## src/rtl/obi_xbar_periph_bridge_if.sv

```systemverilog
`default_nettype none
// +----------------------------------------------------------------------------+
// | Module      : XBAR_PERIPH_BUS                                              |
// | Description : Peripheral crossbar bus, request plus unthrottled response.  |
// | Revision    : 1.0 - initial release                                        |
// +----------------------------------------------------------------------------+
interface XBAR_PERIPH_BUS #(
    parameter int unsigned ID_WIDTH = 6
);
    logic                req;
    logic [31:0]         add;
    logic                wen;
    logic [31:0]         wdata;
    logic [3:0]          be;
    logic                gnt;
    logic [ID_WIDTH-1:0] id;
    logic                r_valid;
    logic                r_opc;
    logic [ID_WIDTH-1:0] r_id;
    logic [31:0]         r_rdata;

    modport Master (
        output req, add, wen, wdata, be, id,
        input  gnt, r_valid, r_opc, r_id, r_rdata
    );

    modport Slave (
        input  req, add, wen, wdata, be, id,
        output gnt, r_valid, r_opc, r_id, r_rdata
    );
endinterface
`default_nettype wire

```

## src/rtl/obi_xbar_periph_bridge.sv

```systemverilog
`default_nettype none
// +----------------------------------------------------------------------------+
// | Module      : obi_xbar_periph_bridge                                       |
// | Description : OBI slave to XBAR_PERIPH_BUS master with credit-limited      |
// |               in-flight transactions and a buffered, in-order response.    |
// | Revision    : 1.0 - initial release                                        |
// +----------------------------------------------------------------------------+
module obi_xbar_periph_bridge #(
    parameter int unsigned ID_WIDTH  = 6,
    parameter int unsigned AID_WIDTH = 4,
    parameter int unsigned DEPTH     = 4
) (
    input  logic                 clk_i,
    input  logic                 rst_i,
    input  logic                 obi_req_i,
    output logic                 obi_gnt_o,
    input  logic [31:0]          obi_addr_i,
    input  logic                 obi_we_i,
    input  logic [3:0]           obi_be_i,
    input  logic [31:0]          obi_wdata_i,
    input  logic [AID_WIDTH-1:0] obi_aid_i,
    output logic                 obi_rvalid_o,
    input  logic                 obi_rready_i,
    output logic [31:0]          obi_rdata_o,
    output logic                 obi_err_o,
    output logic [AID_WIDTH-1:0] obi_rid_o,
    XBAR_PERIPH_BUS.Master       periph_mst,
    output logic                 protocol_err_o
);

    localparam int unsigned       c_PTR_W = (DEPTH > 1) ? $clog2(DEPTH) : 1;
    localparam int unsigned       c_CNT_W = $clog2(DEPTH + 1);
    localparam logic [c_CNT_W-1:0] c_DEPTH = c_CNT_W'(DEPTH);
    localparam logic [c_PTR_W-1:0] c_LAST  = c_PTR_W'(DEPTH - 1);

    logic [c_CNT_W-1:0]   r_used;
    logic [ID_WIDTH-1:0]  r_issue_cnt;
    logic                 r_protocol_err;

    logic [AID_WIDTH-1:0] r_tag_aid [DEPTH];
    logic                 r_tag_we  [DEPTH];
    logic [ID_WIDTH-1:0]  r_tag_id  [DEPTH];
    logic [c_PTR_W-1:0]   r_tag_wr;
    logic [c_PTR_W-1:0]   r_tag_rd;
    logic [c_CNT_W-1:0]   r_tag_fill;

    logic [31:0]          r_rsp_rdata [DEPTH];
    logic                 r_rsp_err   [DEPTH];
    logic [AID_WIDTH-1:0] r_rsp_rid   [DEPTH];
    logic [c_PTR_W-1:0]   r_rsp_wr;
    logic [c_PTR_W-1:0]   r_rsp_rd;
    logic [c_CNT_W-1:0]   r_rsp_fill;

    logic w_can_issue;
    logic w_issue;
    logic w_rsp_valid;
    logic w_pop;
    logic w_capture;
    logic w_id_mismatch;

    function automatic logic [c_PTR_W-1:0] next_ptr(input logic [c_PTR_W-1:0] ptr);
        return (ptr == c_LAST) ? '0 : ptr + 1'b1;
    endfunction

    always_comb begin
        w_can_issue   = (r_used < c_DEPTH) & ~rst_i;
        w_issue       = obi_req_i & periph_mst.gnt & w_can_issue;
        w_rsp_valid   = (r_rsp_fill != '0);
        w_pop         = w_rsp_valid & obi_rready_i;
        w_capture     = periph_mst.r_valid & (r_tag_fill != '0);
        w_id_mismatch = (periph_mst.r_id != r_tag_id[r_tag_rd]);
    end

    // Request path is purely combinational; XBAR uses an active-low write enable.
    always_comb begin
        periph_mst.req   = obi_req_i & w_can_issue;
        periph_mst.add   = obi_addr_i;
        periph_mst.wen   = ~obi_we_i;
        periph_mst.wdata = obi_wdata_i;
        periph_mst.be    = obi_be_i;
        periph_mst.id    = r_issue_cnt;
        obi_gnt_o        = periph_mst.gnt & w_can_issue;
    end

    always_comb begin
        obi_rvalid_o   = w_rsp_valid;
        obi_rdata_o    = w_rsp_valid ? r_rsp_rdata[r_rsp_rd] : '0;
        obi_err_o      = w_rsp_valid ? r_rsp_err[r_rsp_rd]   : 1'b0;
        obi_rid_o      = w_rsp_valid ? r_rsp_rid[r_rsp_rd]   : '0;
        protocol_err_o = r_protocol_err;
    end

    always_ff @(posedge clk_i) begin
        if (rst_i) begin
            r_used         <= '0;
            r_issue_cnt    <= '0;
            r_protocol_err <= 1'b0;
            r_tag_wr       <= '0;
            r_tag_rd       <= '0;
            r_tag_fill     <= '0;
            r_rsp_wr       <= '0;
            r_rsp_rd       <= '0;
            r_rsp_fill     <= '0;
        end else begin
            case ({w_issue, w_pop})
                2'b10:   r_used <= r_used + 1'b1;
                2'b01:   r_used <= r_used - 1'b1;
                default: r_used <= r_used;
            endcase

            case ({w_issue, w_capture})
                2'b10:   r_tag_fill <= r_tag_fill + 1'b1;
                2'b01:   r_tag_fill <= r_tag_fill - 1'b1;
                default: r_tag_fill <= r_tag_fill;
            endcase

            case ({w_capture, w_pop})
                2'b10:   r_rsp_fill <= r_rsp_fill + 1'b1;
                2'b01:   r_rsp_fill <= r_rsp_fill - 1'b1;
                default: r_rsp_fill <= r_rsp_fill;
            endcase

            if (w_issue) begin
                r_issue_cnt <= r_issue_cnt + 1'b1;
                r_tag_wr    <= next_ptr(r_tag_wr);
            end
            if (w_capture) begin
                r_tag_rd <= next_ptr(r_tag_rd);
                r_rsp_wr <= next_ptr(r_rsp_wr);
            end
            if (w_pop) begin
                r_rsp_rd <= next_ptr(r_rsp_rd);
            end

            // A response with no outstanding tag, or with the wrong id, is a protocol violation.
            if (periph_mst.r_valid && ((r_tag_fill == '0) || w_id_mismatch)) begin
                r_protocol_err <= 1'b1;
            end
        end
    end

    // Storage needs no reset: fill counters alone decide what is valid.
    always_ff @(posedge clk_i) begin
        if (w_issue) begin
            r_tag_aid[r_tag_wr] <= obi_aid_i;
            r_tag_we[r_tag_wr]  <= obi_we_i;
            r_tag_id[r_tag_wr]  <= r_issue_cnt;
        end
        if (w_capture) begin
            r_rsp_rdata[r_rsp_wr] <= r_tag_we[r_tag_rd] ? 32'h0 : periph_mst.r_rdata;
            r_rsp_err[r_rsp_wr]   <= periph_mst.r_opc | w_id_mismatch;
            r_rsp_rid[r_rsp_wr]   <= r_tag_aid[r_tag_rd];
        end
    end

endmodule
`default_nettype wire

```

## src/flat_wrapper.sv

```systemverilog
// flat-port wrapper written by rule: the top's interface ports become plain ports
module obi_xbar_periph_bridge_flat 
#(
    parameter int unsigned ID_WIDTH  = 6,
    parameter int unsigned AID_WIDTH = 4,
    parameter int unsigned DEPTH     = 4
)
  (clk_i, rst_i, obi_req_i, obi_gnt_o, obi_addr_i, obi_we_i, obi_be_i, obi_wdata_i, obi_aid_i, obi_rvalid_o, obi_rready_i, obi_rdata_o, obi_err_o, obi_rid_o, protocol_err_o, periph_mst_req, periph_mst_add, periph_mst_wen, periph_mst_wdata, periph_mst_be, periph_mst_id, periph_mst_gnt, periph_mst_r_valid, periph_mst_r_opc, periph_mst_r_id, periph_mst_r_rdata);
  XBAR_PERIPH_BUS #(.ID_WIDTH(ID_WIDTH)) periph_mst_i ();
  input  logic clk_i;
  input  logic rst_i;
  input  logic obi_req_i;
  output logic obi_gnt_o;
  input  logic [31:0] obi_addr_i;
  input  logic obi_we_i;
  input  logic [3:0] obi_be_i;
  input  logic [31:0] obi_wdata_i;
  input  logic [AID_WIDTH-1:0] obi_aid_i;
  output logic obi_rvalid_o;
  input  logic obi_rready_i;
  output logic [31:0] obi_rdata_o;
  output logic obi_err_o;
  output logic [AID_WIDTH-1:0] obi_rid_o;
  output logic protocol_err_o;
  output wire logic [$bits(periph_mst_i.req)-1:0] periph_mst_req;
  output wire logic [$bits(periph_mst_i.add)-1:0] periph_mst_add;
  output wire logic [$bits(periph_mst_i.wen)-1:0] periph_mst_wen;
  output wire logic [$bits(periph_mst_i.wdata)-1:0] periph_mst_wdata;
  output wire logic [$bits(periph_mst_i.be)-1:0] periph_mst_be;
  output wire logic [$bits(periph_mst_i.id)-1:0] periph_mst_id;
  input wire logic [$bits(periph_mst_i.gnt)-1:0] periph_mst_gnt;
  input wire logic [$bits(periph_mst_i.r_valid)-1:0] periph_mst_r_valid;
  input wire logic [$bits(periph_mst_i.r_opc)-1:0] periph_mst_r_opc;
  input wire logic [$bits(periph_mst_i.r_id)-1:0] periph_mst_r_id;
  input wire logic [$bits(periph_mst_i.r_rdata)-1:0] periph_mst_r_rdata;
  assign periph_mst_req = periph_mst_i.req;
  assign periph_mst_add = periph_mst_i.add;
  assign periph_mst_wen = periph_mst_i.wen;
  assign periph_mst_wdata = periph_mst_i.wdata;
  assign periph_mst_be = periph_mst_i.be;
  assign periph_mst_id = periph_mst_i.id;
  assign periph_mst_i.gnt = periph_mst_gnt;
  assign periph_mst_i.r_valid = periph_mst_r_valid;
  assign periph_mst_i.r_opc = periph_mst_r_opc;
  assign periph_mst_i.r_id = periph_mst_r_id;
  assign periph_mst_i.r_rdata = periph_mst_r_rdata;
  obi_xbar_periph_bridge #(.ID_WIDTH(ID_WIDTH), .AID_WIDTH(AID_WIDTH), .DEPTH(DEPTH)) u_core (.clk_i(clk_i), .rst_i(rst_i), .obi_req_i(obi_req_i), .obi_gnt_o(obi_gnt_o), .obi_addr_i(obi_addr_i), .obi_we_i(obi_we_i), .obi_be_i(obi_be_i), .obi_wdata_i(obi_wdata_i), .obi_aid_i(obi_aid_i), .obi_rvalid_o(obi_rvalid_o), .obi_rready_i(obi_rready_i), .obi_rdata_o(obi_rdata_o), .obi_err_o(obi_err_o), .obi_rid_o(obi_rid_o), .periph_mst(periph_mst_i), .protocol_err_o(protocol_err_o));
endmodule
```

## config.mk

```make
export PLATFORM = sky130hd
export DESIGN_NAME = obi_xbar_periph_bridge_flat
export DESIGN_NICKNAME = d
export VERILOG_FILES = /design/src/rtl/obi_xbar_periph_bridge_if.sv /design/src/rtl/obi_xbar_periph_bridge.sv /design/src/flat_wrapper.sv
export SDC_FILE = /design/constraint.sdc
export NUM_CORES = 1
export LEC_CHECK = 0
export CAP_MARGIN = 15
export CELL_PAD_IN_SITES_DETAIL_PLACEMENT = 0
export CELL_PAD_IN_SITES_GLOBAL_PLACEMENT = 1
export CORE_AREA = 2 2 149 151
export DETAILED_ROUTE_END_ITERATION = 6
export DIE_AREA = 0 0 151 153
export HOLD_SLACK_MARGIN = 0.12
export PLACE_DENSITY_LB_ADDON = 0.1
export SETUP_SLACK_MARGIN = 0.15
export SKIP_CTS_REPAIR_TIMING = 1
export SLEW_MARGIN = 5
export SYNTH_ARGS = -nofsm -noshare
export SYNTH_HDL_FRONTEND = slang
export SYNTH_SLANG_ARGS = --single-unit
export TNS_END_PERCENT = 5
```

## constraint.sdc

```tcl
create_clock -name clk_i -period 3.9 [get_ports clk_i]
set_input_delay 0.585 -clock clk_i [delete_from_list [all_inputs] [get_ports clk_i]]
set_output_delay 0.585 -clock clk_i [all_outputs]
set_load 0.01 [all_outputs]
```

After elaboration in Yosys (flattened, before gate mapping)
Memory sizes are Yosys's and may differ from the RTL's. A register that Yosys moved wholly into a read port is not among the register bits.
Index checks and enable logic that the tools add are counted.

storage, ports and cells
  output and inout bits = 116
  input port bits = 118
  memories = 6
  flip-flop bits (word level) = 24
  RAM bits = 192

memories
  name                words  width  rd ports  clocked after Yosys merged registers in  write ports  line                          RTL
  u_core.r_rsp_rdata  4      32     1         1                                        1            obi_xbar_periph_bridge.sv:47  logic [31:0] r_rsp_rdata [DEPTH];
  u_core.r_tag_id     4      6      1         1                                        1            obi_xbar_periph_bridge.sv:42  logic [ID_WIDTH-1:0] r_tag_id [DEPTH];
  u_core.r_rsp_rid    4      4      1         1                                        1            obi_xbar_periph_bridge.sv:49  logic [AID_WIDTH-1:0] r_rsp_rid [DEPTH];
  u_core.r_tag_aid    4      4      1         1                                        1            obi_xbar_periph_bridge.sv:40  logic [AID_WIDTH-1:0] r_tag_aid [DEPTH];
  u_core.r_rsp_err    4      1      1         1                                        1            obi_xbar_periph_bridge.sv:48  logic r_rsp_err [DEPTH];
  u_core.r_tag_we     4      1      1         1                                        1            obi_xbar_periph_bridge.sv:41  logic r_tag_we [DEPTH];

cells by class
  $lt $le $gt $ge = 1
  mux-type cells = 27
  bitwise operators = 10
  reduce and logical (&&, ||, !) cells = 8
  eq/ne operators = 11
  add/sub/neg operators = 11

operator list
  kind                 count
  $mux 32              2
  $mux 2               16
  $pmux 3 s2           3
  $eq 2x2->1 const B   7
  $add 3x1->3 const B  3
  $sub 3x1->3 const B  3
  $add 2x1->2 const B  4
  $and 1x1->1          7
  $add 6x1->6 const B  1
  $eq 2x1->1 const B   3
  $ne 6x6->1           1
  $reduce_bool 2->1    3
  $reduce_bool 3->1    2
  $mux 1               5
  $mux 4               1
  $logic_not 3->1      1
  $lt 3x3->1 const B   1
  $not 1->1            2
  $logic_and 1x1->1    1
  $logic_or 1x1->1     1
  $or 1x1->1           1

Depth between registers and ports, before layout
Gate-level depths: netlist of the first run.

  depth in word-level cells = 5
  gate-level depth with buffers = 10
  gate-level depth less buffers = 9

Worst setup path before layout of the first run
Ideal clock, no wire load.

  path kind = in2reg
  start = in rst_i
  end = reg u_core.r_used[2]
  data required time = 3830 ps
  data arrival time = 2497 ps
  cell stages on the path = 10
  slack = 1333 ps
  library setup time = 70 ps
  buffers on the path = 2
  path through = clkbuf_1 -> and4bb_1 -> buf_2 -> inv_1 -> ha_1 -> inv_1 -> fa_1 -> xor2_1 -> or3_1 -> a21oi_1

on the way
  longest elaborated chain between the ends = 5
  elaborated cells between the ends (all ways) = 7

ends and longest elaborated chain
  element                                          line                           RTL
  start: declaration                               flat_wrapper.sv:11             input logic rst_i;
  $not 1->1                                        obi_xbar_periph_bridge.sv:66   w_can_issue = (r_used < c_DEPTH) & ~rst_i;
  $and 1x1->1                                      obi_xbar_periph_bridge.sv:66
  $and 1x1->1                                      obi_xbar_periph_bridge.sv:67   w_issue = obi_req_i & periph_mst.gnt & w_can_issue;
  $eq 2x1->1 or $eq 2x2->1 (tied branches)         obi_xbar_periph_bridge.sv:105  case ({w_issue, w_pop})
  $pmux 3 s2 or $reduce_bool 2->1 (tied branches)  -
  end signal: assignment                           obi_xbar_periph_bridge.sv:106  2'b10: r_used <= r_used + 1'b1;
  end signal: assignment                           obi_xbar_periph_bridge.sv:107  2'b01: r_used <= r_used - 1'b1;
  end signal: assignment                           obi_xbar_periph_bridge.sv:108  default: r_used <= r_used;
  end: declaration                                 obi_xbar_periph_bridge.sv:36   logic [c_CNT_W-1:0] r_used;

Parallel ways exist; a longest one is shown, timed or not.
A chain may end at the register's enable or synchronous reset.

==> out/metrics.sh, run 1 <==
WORST_PATH_DOMINANT_CELL_FAMILY='buffers and inverters'
TOTALPOWERFINAL_uW=6400
TIMING.SLEW.HEADROOM_PCT=56.18
GRT_PASS1_VIAS=4858
TNS_NS=0
FINAL-HOLD-VIOLATION-COUNT=0
NETLIST-CELL-TYPE-COUNT=33
MAXIMUM_NUMBER_OF_PINS_ON_ONE_NET_BEFORE_GLOBAL_ROUTE_REPAIR=38
CTS_TREE='yes'
FINALSETUPVIOLCOUNT=0
CRIT_PATH_MAX_FANOUT=27
WORSTSETUPENDPOINTTYPE='output pin'
GRT-OVFL-TOTAL=0
AVG_VIAS_PER_CELL=5.078
MAXSLEWVIOLCOUNT=0
CRITPATHBUFINV=2
FMAXACHIEVABLE_MHz=310.7
PLACEMENT.IO_BUFFERS=97
ROUTEDWLPERCELL_UM=19.31
FF2FF_PATH_DEPTH=9
POST_SYNTH_MAIN_AREA_CONTRIBUTORS='sky130_fd_sc_hd__edfxtp_1 62%, sky130_fd_sc_hd__mux4_2 9.4%, sky130_fd_sc_hd__dfxtp_1 6.0%, sky130_fd_sc_hd__buf_4 5.5%, sky130_fd_sc_hd__and2_1 3.0%'
CRIT_CHAIN='buf_12 > mux4_2 > and2_1 > clkdlybuf4s50_1'
MULTI_INPUT_AREA_SQ_UM=2355
POWER.IR.VDD_WORST_mV=0.3537
HORIZONTAL_DIE_DIMENSION_UM=151
DRTPASS1ITERATIONS=4
LAYOUT_MIN_CYCLE_TIME_NS=3.218
PLACEMENTROWS=54
SYNTHFLOPTYPE='sky130_fd_sc_hd__edfxtp_1'
ANTENNA_FOUND_INITIAL=0
CPMAXSTAGEDELAYCELL='sky130_fd_sc_hd__dfxtp_2'
CTS.SINKS=220
DRIVE_GT1_SHARE_PCT=14.31
CLKSLEWWORSTSETUPHOLDPATHS_NS=0.06
CRITICAL_PATH.STARTPOINT_TYPE='flop'
ROUTABILITYCONGESTION=0.7148
TIMING.SETUP.CRITICAL_PATH_CLASS='reg2out'
FIRST_ITER_VIOLATIONS=199
STATIC-LEAKAGE-POWER_uW=0.003590
SYNTH-ASYNC-RESET-RATIO_PCT=0
SYNTH_SEQ_AREA_SHARE_PCT=67.70
SYNTHESIS.INSTANCES=557
H_TREE_LEVELS=1
NUM_IO_PINS=234
AREA_DELTA_SYNTH_FINAL_PCT=16.20
DRV.MAX_CAP_VIOLATION_COUNT=0
HOLD-PATH-CELL-COUNT=2
TIMING.RR.START='u_core.r_rsp_fill[0]'
UNREPAIRED_SETUP_ENDPOINTS_AFTER_GLOBAL_ROUTING='false'
CRITPATHARRIVALTIME_NS=2.63
PLACE_HPWL_UM=10750
ANTENNA_LEFT=0
DRT_WL_TOTAL_UM=17280
POST_SYNTH.CELL_AREA_AVG_SQ_UM=16.78
ROUTE.VIAS.TOTAL=4545
GROUTE.USAGE.OVERALL_PCT=15.21
POSTSYNTHREGISTERBITS=220
TRITONCTS.NUM_BUFFERS=24
SYNTH_TOP_AREA_SHARE_PCT=61.70
WP_DEPTH=4
FP.DIEAREA_SQ_UM=23100
DIE_HEIGHT_UM=153
INITIAL_CORE_UTIL_PCT=43.49
HOLDCRITPATHCLASS='reg2reg'
POWER_PER_CELL_AREA_nW_PER_UM2=589.4
SYNTHESIS.AREA_SQ_UM=9344
ANTENNA_CELLS_INSERTED=0
CTS.PATH.MAX_BUFFERS=3
SYNTH_AREA_LEADER_CELL='sky130_fd_sc_hd__edfxtp_1'
HOLDCRITSTARTPOINT='u_core.r_rsp_rd[1]'
GRT_FIRST_PASS_WIRELENGTH_UM=26830
SKEW_NS=0.01461
SYNTHMOSTINSTANTIATEDCELL='sky130_fd_sc_hd__edfxtp_1'
CRITICAL_PATH.MAX_STAGE_DELAY_NS=0.60
CORE-AREA_SQ_UM=21490
STATUS='finished clean'
NUM-FILL-CELLS=1804
DRC_ERRORS=0
CLKLATENCYLATEPIN_NS=0.51
POST_SYNTH_EDFFS=192
YOSYSWARNINGCOUNT=0
NUM-NETS-FINAL=736
FINALCRITPERIODSHARE_PCT=82.52
SYNTH_COMMONEST_CELLS='192 x sky130_fd_sc_hd__edfxtp_1, 68 x sky130_fd_sc_hd__buf_4, 45 x sky130_fd_sc_hd__and2_1, 39 x sky130_fd_sc_hd__mux4_2, 28 x sky130_fd_sc_hd__dfxtp_1'
TIMING.CRITICAL_PATH.REQUIRED_NS=3.31
CTSROOTBUFFERMASTER='sky130_fd_sc_hd__clkbuf_16'
SEQUENTIAL_CELL_AREA_IN_THE_FINAL_LAYOUT_SQ_UM=6329
SYNTH_FP_NETS=692
TIGHTESTPINTRANSITION_NS=0.6564
==> tightest hold or removal path, cell delays in order (launching register included) <==
cell and delay, ns:
sky130_fd_sc_hd__dfxtp_1 0.31, sky130_fd_sc_hd__nand2_1 0.05, sky130_fd_sc_hd__a21oi_1 0.07
==> power breakdown <==
group | switching [uW] | internal, uW
clock | 842 | 1150
combinational | 722 | 784
sequential | 104 | 2790
==> metrics by stage <==
stage	std cells	util [%]	setup WS, ns	cell area, sq um	hold WS, ns
after detailed placement	855	47.33	0.9977	10170	0.4719
after CTS	895	50.54	0.5955	10860	0.4801
final	895	50.54	0.6818	10860	0.4809
after global routing	895	50.54	0.4918	10860	0.5072
after global placement	855	47.33	1.041	10170	0.4536
after floorplan	557	-	1.333	9344	0.4538
==> layout by cell type (no fill, tap or decap), types with 13 or more instances in the layout <==
master	netlist	routed
sky130_fd_sc_hd__and2_1	45	41
sky130_fd_sc_hd__ha_1	14	14
sky130_fd_sc_hd__dfxtp_1	28	26
sky130_fd_sc_hd__xor2_1	16	16
sky130_fd_sc_hd__a21oi_1	15	15
sky130_fd_sc_hd__mux4_2	39	39
sky130_fd_sc_hd__nand2_1	13	13
sky130_fd_sc_hd__clkbuf_16	0	25
sky130_fd_sc_hd__nor2b_1	26	26
sky130_fd_sc_hd__nor2_1	21	21
sky130_fd_sc_hd__edfxtp_1	192	192
sky130_fd_sc_hd__clkdlybuf4s50_1	0	97
sky130_fd_sc_hd__inv_1	17	17
==> per-layer routing <==
layer	track usage (%)	routed length, um	vias up
met2	26.32	8596	128
met4	4.450	476	0
met3	3.343	921	50
li1	-	-	2073
met5	0	0	-
met1	19.17	7290	2294
==> kinds of logic after synthesis <==
group                    Yosys count  share of synthesized area (%)
AND/OR/NAND/NOR                  128                          7.860
multiplexers                      48                          11.93
adder cells (fa/ha/maj)           17                          2.517
AO/OA/AOI/OAI                     21                          1.245
flip-flops                       220                          67.70
XOR/XNOR                          17                          1.593
buffers and inverters            106                          7.151
==> worst paths after layout <==
kind                            slack [ns]                to
worst min-delay path                  0.48              flop
worst max-delay path                  0.68   obi_rdata_o[12]
worst min register to register        0.48              flop
worst max register to register        1.36  u_core.r_used[2]
==> registers in the layout, indices dropped and copies added, names as in the netlist, named ones only <==
name                   cells
u_core.r_tag_aid          16
u_core.r_used              3
u_core.r_tag_fill          3
u_core.r_rsp_rd            2
u_core.protocol_err_o      1
u_core.r_rsp_fill          3
u_core.r_tag_rd            2
u_core.r_rsp_err           4
u_core.r_tag_wr            2
u_core.r_rsp_wr            2
u_core.r_rsp_rid          16
u_core.r_rsp_rdata       128
u_core.periph_mst.id       6
u_core.r_tag_we            4
u_core.r_tag_id           24
==> layout make-up <==
| cell class | instances | share of cell area (%) |
|---|---|---|
| Timing Repair Buffer | 107 | 9.864 |
| Clock inverter | 11 | 0.4494 |
| Inverter | 17 | 0.5877 |
| Clock buffer | 29 | 5.900 |
| Tap cell | 280 | 3.227 |
| Sequential cell | 220 | 58.29 |
| Multi-Input combinational cell | 231 | 21.69 |
No activity file was read; power rests on OpenSTA's default activity.
==> run 2, diff against run 1 <==
--- a/config.mk
+++ b/config.mk
@@ -8,9 +8,9 @@
 export CAP_MARGIN = 15
 export CELL_PAD_IN_SITES_DETAIL_PLACEMENT = 0
 export CELL_PAD_IN_SITES_GLOBAL_PLACEMENT = 1
-export CORE_AREA = 2 2 149 151
+export CORE_AREA = 2 2 162 164
 export DETAILED_ROUTE_END_ITERATION = 6
-export DIE_AREA = 0 0 151 153
+export DIE_AREA = 0 0 164 166
 export HOLD_SLACK_MARGIN = 0.12
 export PLACE_DENSITY_LB_ADDON = 0.1
 export SETUP_SLACK_MARGIN = 0.15
==> constraint.sdc (replaced) <==
create_clock -name clk_i -period 2.75 [get_ports clk_i]
set_input_delay 0.4125 -clock clk_i [delete_from_list [all_inputs] [get_ports clk_i]]
set_output_delay 0.4125 -clock clk_i [all_outputs]
set_load 0.01 [all_outputs]
==> out/metrics.sh, run 2 (synthesis gave the netlist of run 1 again) <==
PLACE_HPWL_UM=10730  # -0.24%
CRIT_PATH_MAX_FANOUT=9  # -67%
NUM-FILL-CELLS=2275  # +26%
GROUTE.USAGE.OVERALL_PCT=13.52  # -1.7 points
ROUTEDWLPERCELL_UM=19.30  # about the same
HOLDCRITPATHCLASS='reg2reg'
DRC_ERRORS=0  # unchanged
CRITICAL_PATH.REG2REG.ENDPOINT='u_core.r_rsp_fill[2]'
LAYOUT.CELLS.MOST_COMMON_LIST='192 x sky130_fd_sc_hd__edfxtp_1, 61 x sky130_fd_sc_hd__clkdlybuf4s50_1, 41 x sky130_fd_sc_hd__and2_1'
GRT_PASS1_VIAS=5023  # +3.4%
FIRST_ITER_VIOLATIONS=194  # -2.5%
TRITONCTS.NUM_BUFFERS=25  # +4.2%
HOLD-PATH-CELL-COUNT=2  # unchanged
CORE-AREA_SQ_UM=25620  # +19%
GRT-OVFL-TOTAL=0  # unchanged
ROUTABILITYCONGESTION=0.6979  # -2.4%
ANTENNA_LEFT=0  # unchanged
TIMING.SLEW.HEADROOM_PCT=57.59  # +1.4 points
DRV.MAX_CAP_VIOLATION_COUNT=0  # unchanged
FINALSETUPVIOLCOUNT=0  # unchanged
FINALCRITPERIODSHARE_PCT=97.35
DIE_HEIGHT_UM=166  # +8.5%
WORSTSETUPENDPOINTTYPE='output pin'
TIMING.SETUP.CRITICAL_PATH_CLASS='reg2out'
TIMING.CRITICAL_PATH.REQUIRED_NS=2.34  # -0.97 ns
DRT_WL_TOTAL_UM=18610  # +7.7%
MULTI_INPUT_AREA_SQ_UM=2360  # +0.21%
AREA_DELTA_SYNTH_FINAL_PCT=20.84
GRT_FIRST_PASS_WIRELENGTH_UM=28180  # +5.0%
CLKSLEWWORSTSETUPHOLDPATHS_NS=0.05  # about the same
TIMING.RR.START='u_core.r_tag_fill[2]'
CRITICAL_PATH.STARTPOINT_TYPE='flop'
REGMOSTFLOPS='u_core.r_rsp_rdata'
FF2FF_PATH_DEPTH=7  # -2
LARGEST_REGISTER_FFS=128  # unchanged
POWER_PER_CELL_AREA_nW_PER_UM2=844.1  # +43%
M1_GR_USAGE_PCT=17.35  # -1.8 points
FMAXACHIEVABLE_MHz=373.5
TOTALPOWERFINAL_uW=9531  # +49%
MOST_FREQUENT_STANDARD_CELL_IN_THE_LAYOUT_EXCLUDING_FILL_AND_TAP_CELLS='sky130_fd_sc_hd__edfxtp_1'
CTS.PATH.MAX_BUFFERS=3  # unchanged
CTS_TREE='yes'
HOLDCRITSTARTPOINT='u_core.r_rsp_rd[0]'
TIGHTESTPINTRANSITION_NS=0.6324  # -0.02409 ns
GRT-BUSIEST-LAYER='met2'
DRIVE_GT1_SHARE_PCT=15.61  # +1.3 points
LAYOUT_MIN_CYCLE_TIME_NS=2.677
INITIAL_CORE_UTIL_PCT=36.48  # -7.0 points
CTS.SINKS=220  # unchanged
H_TREE_LEVELS=1  # unchanged
SKEW_NS=0.01915  # +0.004544 ns
PLACEMENT.IO_BUFFERS=97  # unchanged
SEQUENTIAL_CELL_AREA_IN_THE_FINAL_LAYOUT_SQ_UM=6331  # about the same
MAXIMUM_NUMBER_OF_PINS_ON_ONE_NET_BEFORE_GLOBAL_ROUTE_REPAIR=38  # unchanged
REG2REG_SLACK_NS=0.42  # -0.94 ns
ROUTE.VIAS.TOTAL=4643  # +2.2%
HORIZONTAL_DIE_DIMENSION_UM=164  # +8.6%
ANTENNA_FOUND_INITIAL=1  # +1
NUM-NETS-FINAL=744  # +1.1%
STATIC-LEAKAGE-POWER_uW=0.004320  # +20%
LAYOUT_TOP_REGISTERS='u_core.r_rsp_rdata x128, u_core.r_tag_id x24'
AVG_VIAS_PER_CELL=4.816  # -5.2%
TNS_NS=0  # unchanged
GR-USAGE-MET2_PCT=22.65  # -3.7 points
STATUS='finished clean'
CTSROOTBUFFERMASTER='sky130_fd_sc_hd__clkbuf_16'
CLKLATENCYLATEPIN_NS=0.51  # about the same
FP.DIEAREA_SQ_UM=27220  # +18%
POWER.IR.VDD_WORST_mV=0.3923  # +11%
MAXSLEWVIOLCOUNT=0  # unchanged
HOLD_SLACK_NS=0.4852  # +0.004300 ns
FINAL-HOLD-VIOLATION-COUNT=0  # unchanged
CRITPATHARRIVALTIME_NS=2.26  # -0.37 ns
MET3_USAGE_GRT_PCT=3.546  # +0.20 points
NUM_IO_PINS=234  # unchanged
DRTPASS1ITERATIONS=4  # unchanged
PLACEMENTROWS=59  # +9.3%
UNREPAIRED_SETUP_ENDPOINTS_AFTER_GLOBAL_ROUTING='true'
==> run 2: changes by cell type in the layout (fill, tap and decap cells not counted), sizes merged, moves of 3 or more <==
cell	delta
clkdlybuf4s50	-36
buf	+5
bufinv	+3
clkbuf	+4
dlymetal6s2s	+36
==> run 2: per-layer routing <==
layer,up-vias,part of all wire (%)
met2,148,49
met5,-,0
met1,2343,43
met3,41,5.7
li1,2111,-
met4,0,2.1
==> run 2: layout make-up <==
cell class	count	share of cell area, %
diodes	1	0.02216
clock buffers	31	5.740
clock inverters	15	1.308
inverters	17	0.5652
multi-input cells	231	20.90
flip-flops and latches	220	56.07
well taps	335	3.712
repair buffers	114	11.68
==> run 2: worst max path at each step <==
stage               cells after the start  start          endpoint
floorplan                              10  rst_i  u_core.r_used[2]
global route                            4   flop   obi_rdata_o[10]
global placement                        9  rst_i  u_core.r_used[2]
finish                                  4   flop   obi_rdata_o[10]
detailed placement                      9  rst_i  u_core.r_used[2]
CTS                                     4   flop    obi_rdata_o[0]
==> run 2: worst max-delay path: stages, from the launching register on <==
cell and delay, ns:
sky130_fd_sc_hd__dfxtp_4 0.44, sky130_fd_sc_hd__buf_12 0.19, sky130_fd_sc_hd__mux4_2 0.50, sky130_fd_sc_hd__and2_1 0.17, sky130_fd_sc_hd__clkdlybuf4s50_1 0.47
==> run 2: report_power, final <==
| part | switching, uW | leakage [uW] | internal [uW] |
|---|---|---|---|
| combinational | 1100 | 0.00193 | 1180 |
| clock | 1220 | 0.000385 | 1950 |
| sequential | 119 | 0.00201 | 3960 |
| total | 2440 | 0.00432 | 7090 |
==> run 2: through the flow <==
stage | cell area (sq um) | worst slack, ns | util, % | instances
3_3_place_gp | 10320 | 0.2566 | 40.28 | 914
2_1_floorplan | 9344 | 0.3557 | - | 557
5_1_grt | 11290 | -0.01571 | 44.07 | 963
4_1_cts | 11110 | -0.1280 | 43.38 | 960
3_5_place_dp | 10320 | 0.1658 | 40.28 | 914
6_report | 11290 | 0.07291 | 44.08 | 964
